===== src/rtl/conv_pkg.sv =====
// Shared types and requantisation arithmetic for the conv output stage.
// Build option: CONV_REQ_RELU_EN clamps negative results to zero.
package conv_pkg;

  localparam int Y_W       = 18;
  localparam int Z_W       = 8;
  localparam int SHIFT_W   = 5;
  localparam int MAX_SHIFT = 17;
  localparam int I_W       = 20;

  typedef logic signed [Y_W-1:0] y_t;
  typedef logic signed [Z_W-1:0] z_t;

  typedef struct packed {
    z_t   data;
    logic last;
  } z_entry_t;

  function automatic z_t requant(
    input y_t               y,
    input logic [SHIFT_W-1:0] shift
  );
    logic [SHIFT_W-1:0]    sh;
    logic signed [I_W-1:0] ext;
    logic signed [I_W-1:0] rnd;
    logic signed [I_W-1:0] t;
    z_t                    z;
    sh  = (shift > SHIFT_W'(MAX_SHIFT))
        ? SHIFT_W'(MAX_SHIFT) : shift;
    ext = {{(I_W-Y_W){y[Y_W-1]}}, y};
    rnd = (sh == '0) ? '0
        : (I_W'(1) <<< (sh - 1'b1));
    t   = (ext + rnd) >>> sh;
    if (t > 20'sd127)
      z = 8'sd127;
    else if (t < -20'sd128)
      z = -8'sd128;
    else
      z = t[Z_W-1:0];
`ifdef CONV_REQ_RELU_EN
    if (z < 0)
      z = '0;
`else
`endif
    return z;
  endfunction

endpackage


===== src/rtl/conv_out_fifo.sv =====
// Small circular FIFO for requantised z entries.
// Build option: CONV_REQ_RELU_EN (no effect on this block).
module conv_out_fifo
  import conv_pkg::*;
#(
  parameter int  DEPTH    = 4,
  parameter int  LOGDEPTH = 2,
  parameter type T        = z_entry_t
) (
  input  logic              clk,
  input  logic              reset,
  input  logic              push,
  input  T                  wdata,
  input  logic              pop,
  output T                  rdata,
  output logic [LOGDEPTH:0] count,
  output logic              full,
  output logic              empty
);

  T                    mem [DEPTH];
  logic [LOGDEPTH-1:0] rd_ptr;
  logic [LOGDEPTH-1:0] wr_ptr;
  logic                do_push;
  logic                do_pop;

  assign full    = (count == (LOGDEPTH+1)'(DEPTH));
  assign empty   = (count == '0);
  assign do_push = push && !full;
  assign do_pop  = pop && !empty;
  assign rdata   = mem[rd_ptr];

  // Pointer and occupancy bookkeeping; pointers wrap naturally.
  always_ff @(posedge clk or posedge reset) begin
    if (reset) begin
      rd_ptr <= '0;
      wr_ptr <= '0;
      count  <= '0;
    end else begin
      if (do_push)
        wr_ptr <= wr_ptr + 1'b1;
      if (do_pop)
        rd_ptr <= rd_ptr + 1'b1;
      unique case ({do_push, do_pop})
        2'b10:   count <= count + 1'b1;
        2'b01:   count <= count - 1'b1;
        default: count <= count;
      endcase
    end
  end

  // Entry storage; contents are don't-care until written.
  always_ff @(posedge clk) begin
    if (do_push)
      mem[wr_ptr] <= wdata;
  end

endmodule


===== src/rtl/conv_requant_out.sv =====
// Requantises the conv y stream to saturated 8-bit z with frame-last.
// Build option: CONV_REQ_RELU_EN clamps negative results to zero.
module conv_requant_out
  import conv_pkg::*;
#(
  parameter int DEPTH          = 4,
  parameter int LOGDEPTH       = 2,
  parameter int OUTS_PER_FRAME = 5
) (
  input  logic               clk,
  input  logic               reset,
  input  logic [SHIFT_W-1:0] cfg_shift,
  input  logic [Y_W-1:0]     s_data_in_y,
  input  logic               s_valid_y,
  output logic               s_ready_y,
  output logic [Z_W-1:0]     m_data_out_z,
  output logic               m_valid_z,
  input  logic               m_ready_z,
  output logic               m_last_z
);

  localparam int FC_W =
    (OUTS_PER_FRAME > 1) ? $clog2(OUTS_PER_FRAME) : 1;

  logic                s1_valid;
  z_entry_t            s1_entry;
  logic [FC_W-1:0]     fcnt;
  logic                fc_last;
  logic                accept;
  logic [LOGDEPTH+1:0] occ;
  logic [LOGDEPTH:0]   count;
  logic                full;
  logic                empty;
  z_entry_t            rdata;

  assign fc_last   = (fcnt == FC_W'(OUTS_PER_FRAME-1));
  assign occ       = (LOGDEPTH+2)'(count)
                   + (LOGDEPTH+2)'(s1_valid);
  assign s_ready_y = !reset && !full
                   && (occ < (LOGDEPTH+2)'(DEPTH));
  assign accept    = s_valid_y && s_ready_y;

  // Stage1 register: requantised value and frame-last flag.
  always_ff @(posedge clk or posedge reset) begin
    if (reset) begin
      s1_valid <= 1'b0;
      s1_entry <= '0;
    end else begin
      s1_valid <= accept;
      if (accept) begin
        s1_entry.data <= requant(y_t'(s_data_in_y), cfg_shift);
        s1_entry.last <= fc_last;
      end
    end
  end

  // Frame position counter, advances per accepted y.
  always_ff @(posedge clk or posedge reset) begin
    if (reset)
      fcnt <= '0;
    else if (accept)
      fcnt <= fc_last ? '0 : fcnt + 1'b1;
  end

  conv_out_fifo #(
    .DEPTH    (DEPTH),
    .LOGDEPTH (LOGDEPTH),
    .T        (z_entry_t)
  ) u_fifo (
    .clk   (clk),
    .reset (reset),
    .push  (s1_valid),
    .wdata (s1_entry),
    .pop   (m_ready_z),
    .rdata (rdata),
    .count (count),
    .full  (full),
    .empty (empty)
  );

  assign m_valid_z    = !empty;
  assign m_data_out_z = empty ? '0 : rdata.data;
  assign m_last_z     = empty ? 1'b0 : rdata.last;

endmodule

===== config.mk =====
export PLATFORM = sky130hd
export DESIGN_NAME = conv_requant_out
export DESIGN_NICKNAME = d
export VERILOG_FILES = /design/src/rtl/conv_pkg.sv /design/src/rtl/conv_out_fifo.sv /design/src/rtl/conv_requant_out.sv
export SDC_FILE = /design/constraint.sdc
export NUM_CORES = 1
export LEC_CHECK = 0
export ABC_CLOCK_PERIOD_IN_PS = 2150
export CAP_MARGIN = 20
export CORE_ASPECT_RATIO = 0.75
export CORE_UTILIZATION = 35
export DETAILED_ROUTE_END_ITERATION = 8
export PLACE_DENSITY = 0.5
export SLEW_MARGIN = 25
export SYNTH_ARGS = -nofsm -noshare
export SYNTH_HDL_FRONTEND = slang
export SYNTH_SLANG_ARGS = --single-unit

===== constraint.sdc =====
create_clock -name clk -period 2.15 [get_ports clk]
set_input_delay 0.43 -clock clk [delete_from_list [all_inputs] [get_ports clk]]
set_output_delay 0.43 -clock clk [all_outputs]
set_load 0.005 [all_outputs]

==> flow_summary.ini, run 1 <==
[synthesis]
ys_seq_area_frac = 0.309
synth_compound_gate_area_share = 0.275
yosys_top_cell_area_share = 0.211
syn-cell-area_um2 = 5120
yosysWarningCount = 0
main_combinational_cell_family_by_area_after_synthesis = compound AO/OA/AOI/OAI gates
post_synth_mux_area_share = 0.0697
yosysMostFrequentCell = nand2_1
asyncSetResetFlopFracSynth = 0.357
yosys-top-cells-area = edfxtp_1 21%, dfrtp_1 9.8%, ha_1 6.4%, mux4_2 4.4%, a21oi_1 3.9%
postSynthAreaPerCell_um2 = 8.94
synth_flop_cell = edfxtp_1
area_leader_netlist = edfxtp_1
post_synth_and_or_nand_nor_area_fraction = 0.189
post_synth_xor_area_fraction = 0.0355
post_synth_inst_count = 572
post_synth_fa_ha_maj_area_fraction = 0.0714
number_of_flops_mapped_to_enable_cells_by_yosys = 36
yosys.cell_types.count = 87
synth_common_cells = 53 x nand2_1, 50 x nor2_1, 40 x a21oi_1, 36 x edfxtp_1, 33 x o21ai_0
synth-seq-cells = 56

[placed_design]
dpl.hpwl_mm = 14.4
post_dp_cell_area_um2 = 6920
post-place-cells = 933
portBuffers = 37
routabilityCongestion = 0.936

[run_status]
violations_in_the_final_reports = setup timing
status = complete, but fails checks

[timing]
fin_crit_sh = 1.97
worstMarginPinSlew_ps = 771
fin_setup_tns_ps = -15110
final_worst_setup_slack_ps = -2090
clock.fmax_mhz = 236
setup_viol_count_final = 10
finalHoldViolCount = 0
layout_min_cycle_time_ps = 4240
clock-skew-final_ps = 4.76
max_transition_viols_final = 0
worst_slew_margin = 0.485
rsz0062_at_grt = true

[floorplanning]
initial_utilization = 0.366
placeableCoreArea_um2 = 14000
die-height_um = 107
chipWidth_um = 142
ioPinCount = 38
die_area_um2 = 15100
core.rowCount = 37

[global_routing]
global_route.overflow_total = 0
grt_start_max_net_pins = 22
antenna_violations_before_repair = 0
grt_use_total = 0.256
first_global_vias = 5402
grt_first_pass_wirelength_mm = 29.6

[worst_setup_path]
timing.critical_path.mode_cell = a21oi_4
critical-path-slowest-cell = o41a_1
crit_type = in2reg
worstPathArrival_ps = 4410
critical_path.cell_chain = buf_8, or3_4, a21oi_4, nand2_4, nor2_4, ha_4, a21o_1, buf_6, a21oi_4, a21oi_4, o41a_1, and2_4, a22o_1, o32ai_2, a211oi_2, buf_4, o41ai_4, nor2_2, a221o_1
cp_max_fo = 6
critPathMaxStageDelay_ps = 420
cp.required_ps = 2330
crit_path_capture_type = flop
timing.critical_path.from_type = input pin

[flow_run]
drv_cap = 0

[final_layout]
antennaDiodeCount = 0
fillCellCount = 1262
layout-area-overhead-vs-synth_pct = 57.6
combined_flip_flop_and_latch_cell_area_um2 = 1580
layout.cells.non_filler = 980
fin_util = 0.577
drive_gt1_frac = 0.473
total_area_of_multi_input_combinational_cells_um2 = 4020
layout.nets = 839
final_design_area_no_fill_um2 = 8060

[pwr]
static-leakage-power_uw = 0.00332
irDropWorstVdd_v = 0.000372
post-layout-total-power_uw = 5350
cellPowerDensity_nw_per_um2 = 664

[drt]
number_of_drc_markers_in_iteration_0 = 448
final_antenna_net_count = 0
avgRoutedWirePerCell_um = 19.3
drt_drc = 0
vias = 5502
drt-vias-per-instance = 5.61
routed_wirelength_mm = 18.9
detail_route.first_pass.iterations = 5

[clock_network]
clk-insertion-delay-late_ps = 290
cts.reportedPaths.clkPinSlew_ps = 70
cts-htree-levels = 2
clk_path_buf_depth = 2
cts_inserted_buffers = 5
cts_root_buffer = clkbuf_16
tritoncts = built
clock-sinks = 56

[hold_path]
min-delay-path-class = reg2reg
-- timing repair --
item                                    4_1_cts  5_1_grt
endpoints found under the hold margin         0        0
pin swaps                                    61       51
setup buffers                                26       13
cloned                                        1        0
gates resized for setup                     153       57
endpoints found under the setup margin       19       19
hold buffers                                  0        0
-- layout by cell type, fill, tap and decap left out, types with 10 or more instances in the layout --
cell,n
nand3_1,15
nand2_1,46
o21ai_0,25
a21oi_2,10
inv_1,19
dfrtp_1,19
ha_1,14
buf_6,16
edfxtp_1,36
mux2i_1,11
nor2_1,40
clkdlybuf4s50_1,22
a21oi_1,25
and2_1,10
mux4_2,10
buf_4,189
-- final timing paths --
| path | startpoint | endpoint | slack (ps) | cells past startpoint |
|---|---|---|---|---|
| setup / recovery | cfg_shift[3] | s1_entry[1]$_DFFE_PP0P_ | -2090 | 19 |
| min in group asynchronous | reset | u_fifo.count[0]$_DFFE_PP0P_ | 640 | 2 |
| setup reg to reg | u_fifo.count[0]$_DFFE_PP0P_ | u_fifo.count[2]$_DFFE_PP0P_ | 250 | 8 |
| hold / removal | fcnt[2]$_DFFE_PP0P_ | fcnt[2]$_DFFE_PP0P_ | 480 | 1 |
| max in group asynchronous | reset | u_fifo.rd_ptr[0]$_DFFE_PP0P_ | 980 | 2 |
| hold reg to reg | fcnt[2]$_DFFE_PP0P_ | fcnt[2]$_DFFE_PP0P_ | 480 | 1 |
-- state kept, by name, summed over array words and instances, names as in the netlist --
signal,cells
u_fifo.count,3
u_fifo.mem,36
s1_valid,1
u_fifo.rd_ptr,2
fcnt,3
s1_entry,9
u_fifo.wr_ptr,2
-- logic make-up after synthesis --
logic type      Yosys count
xor+xnor                 19
flops                    56
mux                      23
simple gates            198
other cells               1
compound gates          188
buf+inv                  59
fa+ha+maj                28
-- report_power, final --
part	internal, uW	switching, uW	leakage (uW)	total (uW)
clock network	435	358	0.0000671	792
logic	1600	1260	0.00268	2860
registers	1490	215	0.000572	1700
total	3520	1830	0.00332	5350
-- worst max-delay path, delay by kind of cell --
family	cells	cell delay [ps]
AOI/OAI and AO/OA	10	2410
and+or+nand+nor	5	960
adders and majority gates	1	230
buffers and inverters	3	380
-- routing by layer --
metal	up-vias	global-route usage	wire length, um
met5	-	0	0
met4	0	0.0384	189
met3	20	0.0491	1410
met2	207	0.368	7800
met1	2693	0.396	9540
li1	2582	-	-
-- area by class of cell --
| type | count | area share |
|---|---|---|
| clock buffers | 6 | 0.0160 |
| clock inverters | 2 | 0.00202 |
| inverters | 20 | 0.00931 |
| multi-input cells | 458 | 0.498 |
| flip-flops and latches | 56 | 0.196 |
| well taps | 195 | 0.0303 |
| repair buffers | 243 | 0.248 |
-- through the flow --
stage               setup slack, ps  hold slack [ps]
floorplan                     -2170              394
global placement              -2870              467
detailed placement            -2990              484
CTS                           -2060              489
global route                  -2250              500
finish                        -2090              482
Power figures use the tool's default switching activity.
==> inputs of run 2 (changes only) <==
ABC_CLOCK_PERIOD_IN_PS = 4600   (was 2150)
clock period = 4.6 ns   (was 2.15 ns; I/O delays follow)
==> run 2 against run 1 <==
Hold slack better by 24 ps. Clock skew up 3.7 ps. The flow still finishes with violations (setup timing). Register-to-register slack better by 2100 ps. Count of clock-buffer cells in the layout down 1. Critical path depth up 1. Clock power down 52%. Final cell count down 2.8%. Routed wire length down 8.3%.
==> flow_summary.ini, run 2 (synthesis gave the netlist of run 1 again) <==
[run_status]
status = complete, but fails checks
violations_in_the_final_reports = setup timing

[final_layout]
most-common-layout-cells = 167 x buf_4, 45 x nand2_1, 39 x nor2_1
largest-register = u_fifo.mem
fin_util = 0.552
top_regs = u_fifo.mem x36, s1_entry x9
mostFrequentLayoutCell = buf_4
fillCellCount = 1269
layout.cells.non_filler = 953
largest_reg_flops = 36
layout-area-overhead-vs-synth_pct = 50.9
antennaDiodeCount = 0
layout.nets = 812
drive_gt1_frac = 0.420

[hold_path]
min-delay-path-class = reg2reg
hold_depth = 1

[placed_design]
portBuffers = 37
dp_worst_setup_slack_ps = -1060
post-place-cells = 920
dpl.hpwl_mm = 13.5
routabilityCongestion = 0.936

[flow_run]
drv_cap = 0

[drt]
drt-vias-per-instance = 5.52
routed_wirelength_mm = 17.4
drt_drc = 0
vias = 5265
avgRoutedWirePerCell_um = 18.2
final_antenna_net_count = 0
detail_route.first_pass.iterations = 5
number_of_drc_markers_in_iteration_0 = 572

[timing]
fin_setup_tns_ps = -329
finalHoldViolCount = 0
worstMarginPinSlew_ps = 758
rsz0062_at_grt = true
clock-skew-final_ps = 8.45
timing.hold.ws_ps = 506
max_transition_viols_final = 0
final_worst_setup_slack_ps = -73.0
layout_min_cycle_time_ps = 4670
setup_viol_count_final = 5
clock.fmax_mhz = 214
fin_crit_sh = 1.02
worst_slew_margin = 0.494

[global_routing]
grt_use_total = 0.235
global_route.overflow_total = 0
antenna_violations_before_repair = 0
grt_start_max_net_pins = 22
grt_first_pass_wirelength_mm = 27.4
first_global_vias = 5094

[worst_setup_path]
crit_type = in2reg
cp_max_fo = 5
timing.rr.start = u_fifo.count[0]$_DFFE_PP0P_
r2r_slack_ps = 2380
crit_path_capture_type = flop
critical_path.startpoint = cfg_shift[2]
cp.required_ps = 4780
cell_depth_of_the_worst_flop_to_flop_path = 8
timing.critical_path.from_type = input pin
critical_path.endpoint = s1_entry[3]$_DFFE_PP0P_
crit-reg2reg-capture = u_fifo.count[2]$_DFFE_PP0P_
worstPathArrival_ps = 4860

[floorplanning]
initial_utilization = 0.366
core.rowCount = 37
chipWidth_um = 142
die-height_um = 107
die_area_um2 = 15100
ioPinCount = 38
placeableCoreArea_um2 = 14000

[clock_network]
cts-htree-levels = 2
cts_inserted_buffers = 5
tritoncts = built
cts_root_buffer = clkbuf_16
clk-insertion-delay-late_ps = 300
clk_path_buf_depth = 2
cts.hold.buffers_added = 0
clock-sinks = 56
cts.reportedPaths.clkPinSlew_ps = 70

[pwr]
static-leakage-power_uw = 0.00315
irDropWorstVdd_v = 0.000163
cellPowerDensity_nw_per_um2 = 294
-- run 2: stage by stage --
stage / instance area (um^2) / power (uW)
2_1_floorplan: 5230 / 1370
3_3_place_gp: 6800 / 1790
3_5_place_dp: 6800 / 1810
4_1_cts: 7390 / 2230
5_1_grt: 7720 / 2430
6_report: 7720 / 2270
-- run 2: timing repair --
action                                  CTS  global route
resized for setup                        87            59
endpoints found under the hold margin     0             0
pin swaps                                54            36
buffers inserted                         19             6
endpoints found under the setup margin    7             7
-- run 2: final cells by class --
class,count,area [um^2],share of cell area
Sequential cell,56,1580,0.205
Multi-Input combinational cell,458,3910,0.506
Timing Repair Buffer,216,1760,0.228
Clock inverter,3,22.5,0.00292
Inverter,20,75.1,0.00973
Clock buffer,5,125,0.0162
Tap cell,195,244,0.0316
-- run 2: routing by layer --
metal | vias to the layer above | wire, um | global-route usage
met2 | 183 | 7070 | 0.331
met3 | 18 | 1290 | 0.0590
met5 | - | 0 | 0
met1 | 2534 | 8860 | 0.362
met4 | 0 | 150 | 0.0300
li1 | 2530 | - | -
-- run 2: worst max-delay path, stage by stage --
cell and delay (ps):
buf_6 90, or3_4 390, a21oi_4 200, nand2_4 130
nor2_4 130, ha_4 220, a21o_1 220, a21o_1 200
o211ai_4 270, nand3_2 150, xor2_2 210, buf_6 140
buf_6 120, mux2i_4 160, a21oi_2 80, o21ai_2 180
a41oi_2 170, o41ai_4 480, a21oi_1 110, a221o_1 270
-- run 2: worst min path at each step --
stage	startpoint	end
after floorplan	fcnt[2]$_DFFE_PP0P_	fcnt[2]$_DFFE_PP0P_
after global placement	fcnt[2]$_DFFE_PP0P_	fcnt[2]$_DFFE_PP0P_
after detailed placement	fcnt[2]$_DFFE_PP0P_	fcnt[2]$_DFFE_PP0P_
after CTS	fcnt[2]$_DFFE_PP0P_	fcnt[2]$_DFFE_PP0P_
after global routing	fcnt[2]$_DFFE_PP0P_	fcnt[2]$_DFFE_PP0P_
final	fcnt[2]$_DFFE_PP0P_	fcnt[2]$_DFFE_PP0P_
-- run 2: power by group --
part / internal (uW) / switching [uW] / leakage, uW / total, uW
logic: 577 / 481 / 0.00250 / 1060
clock network: 204 / 177 / 0.0000742 / 381
registers: 693 / 137 / 0.000573 / 830
total: 1470 / 795 / 0.00315 / 2270
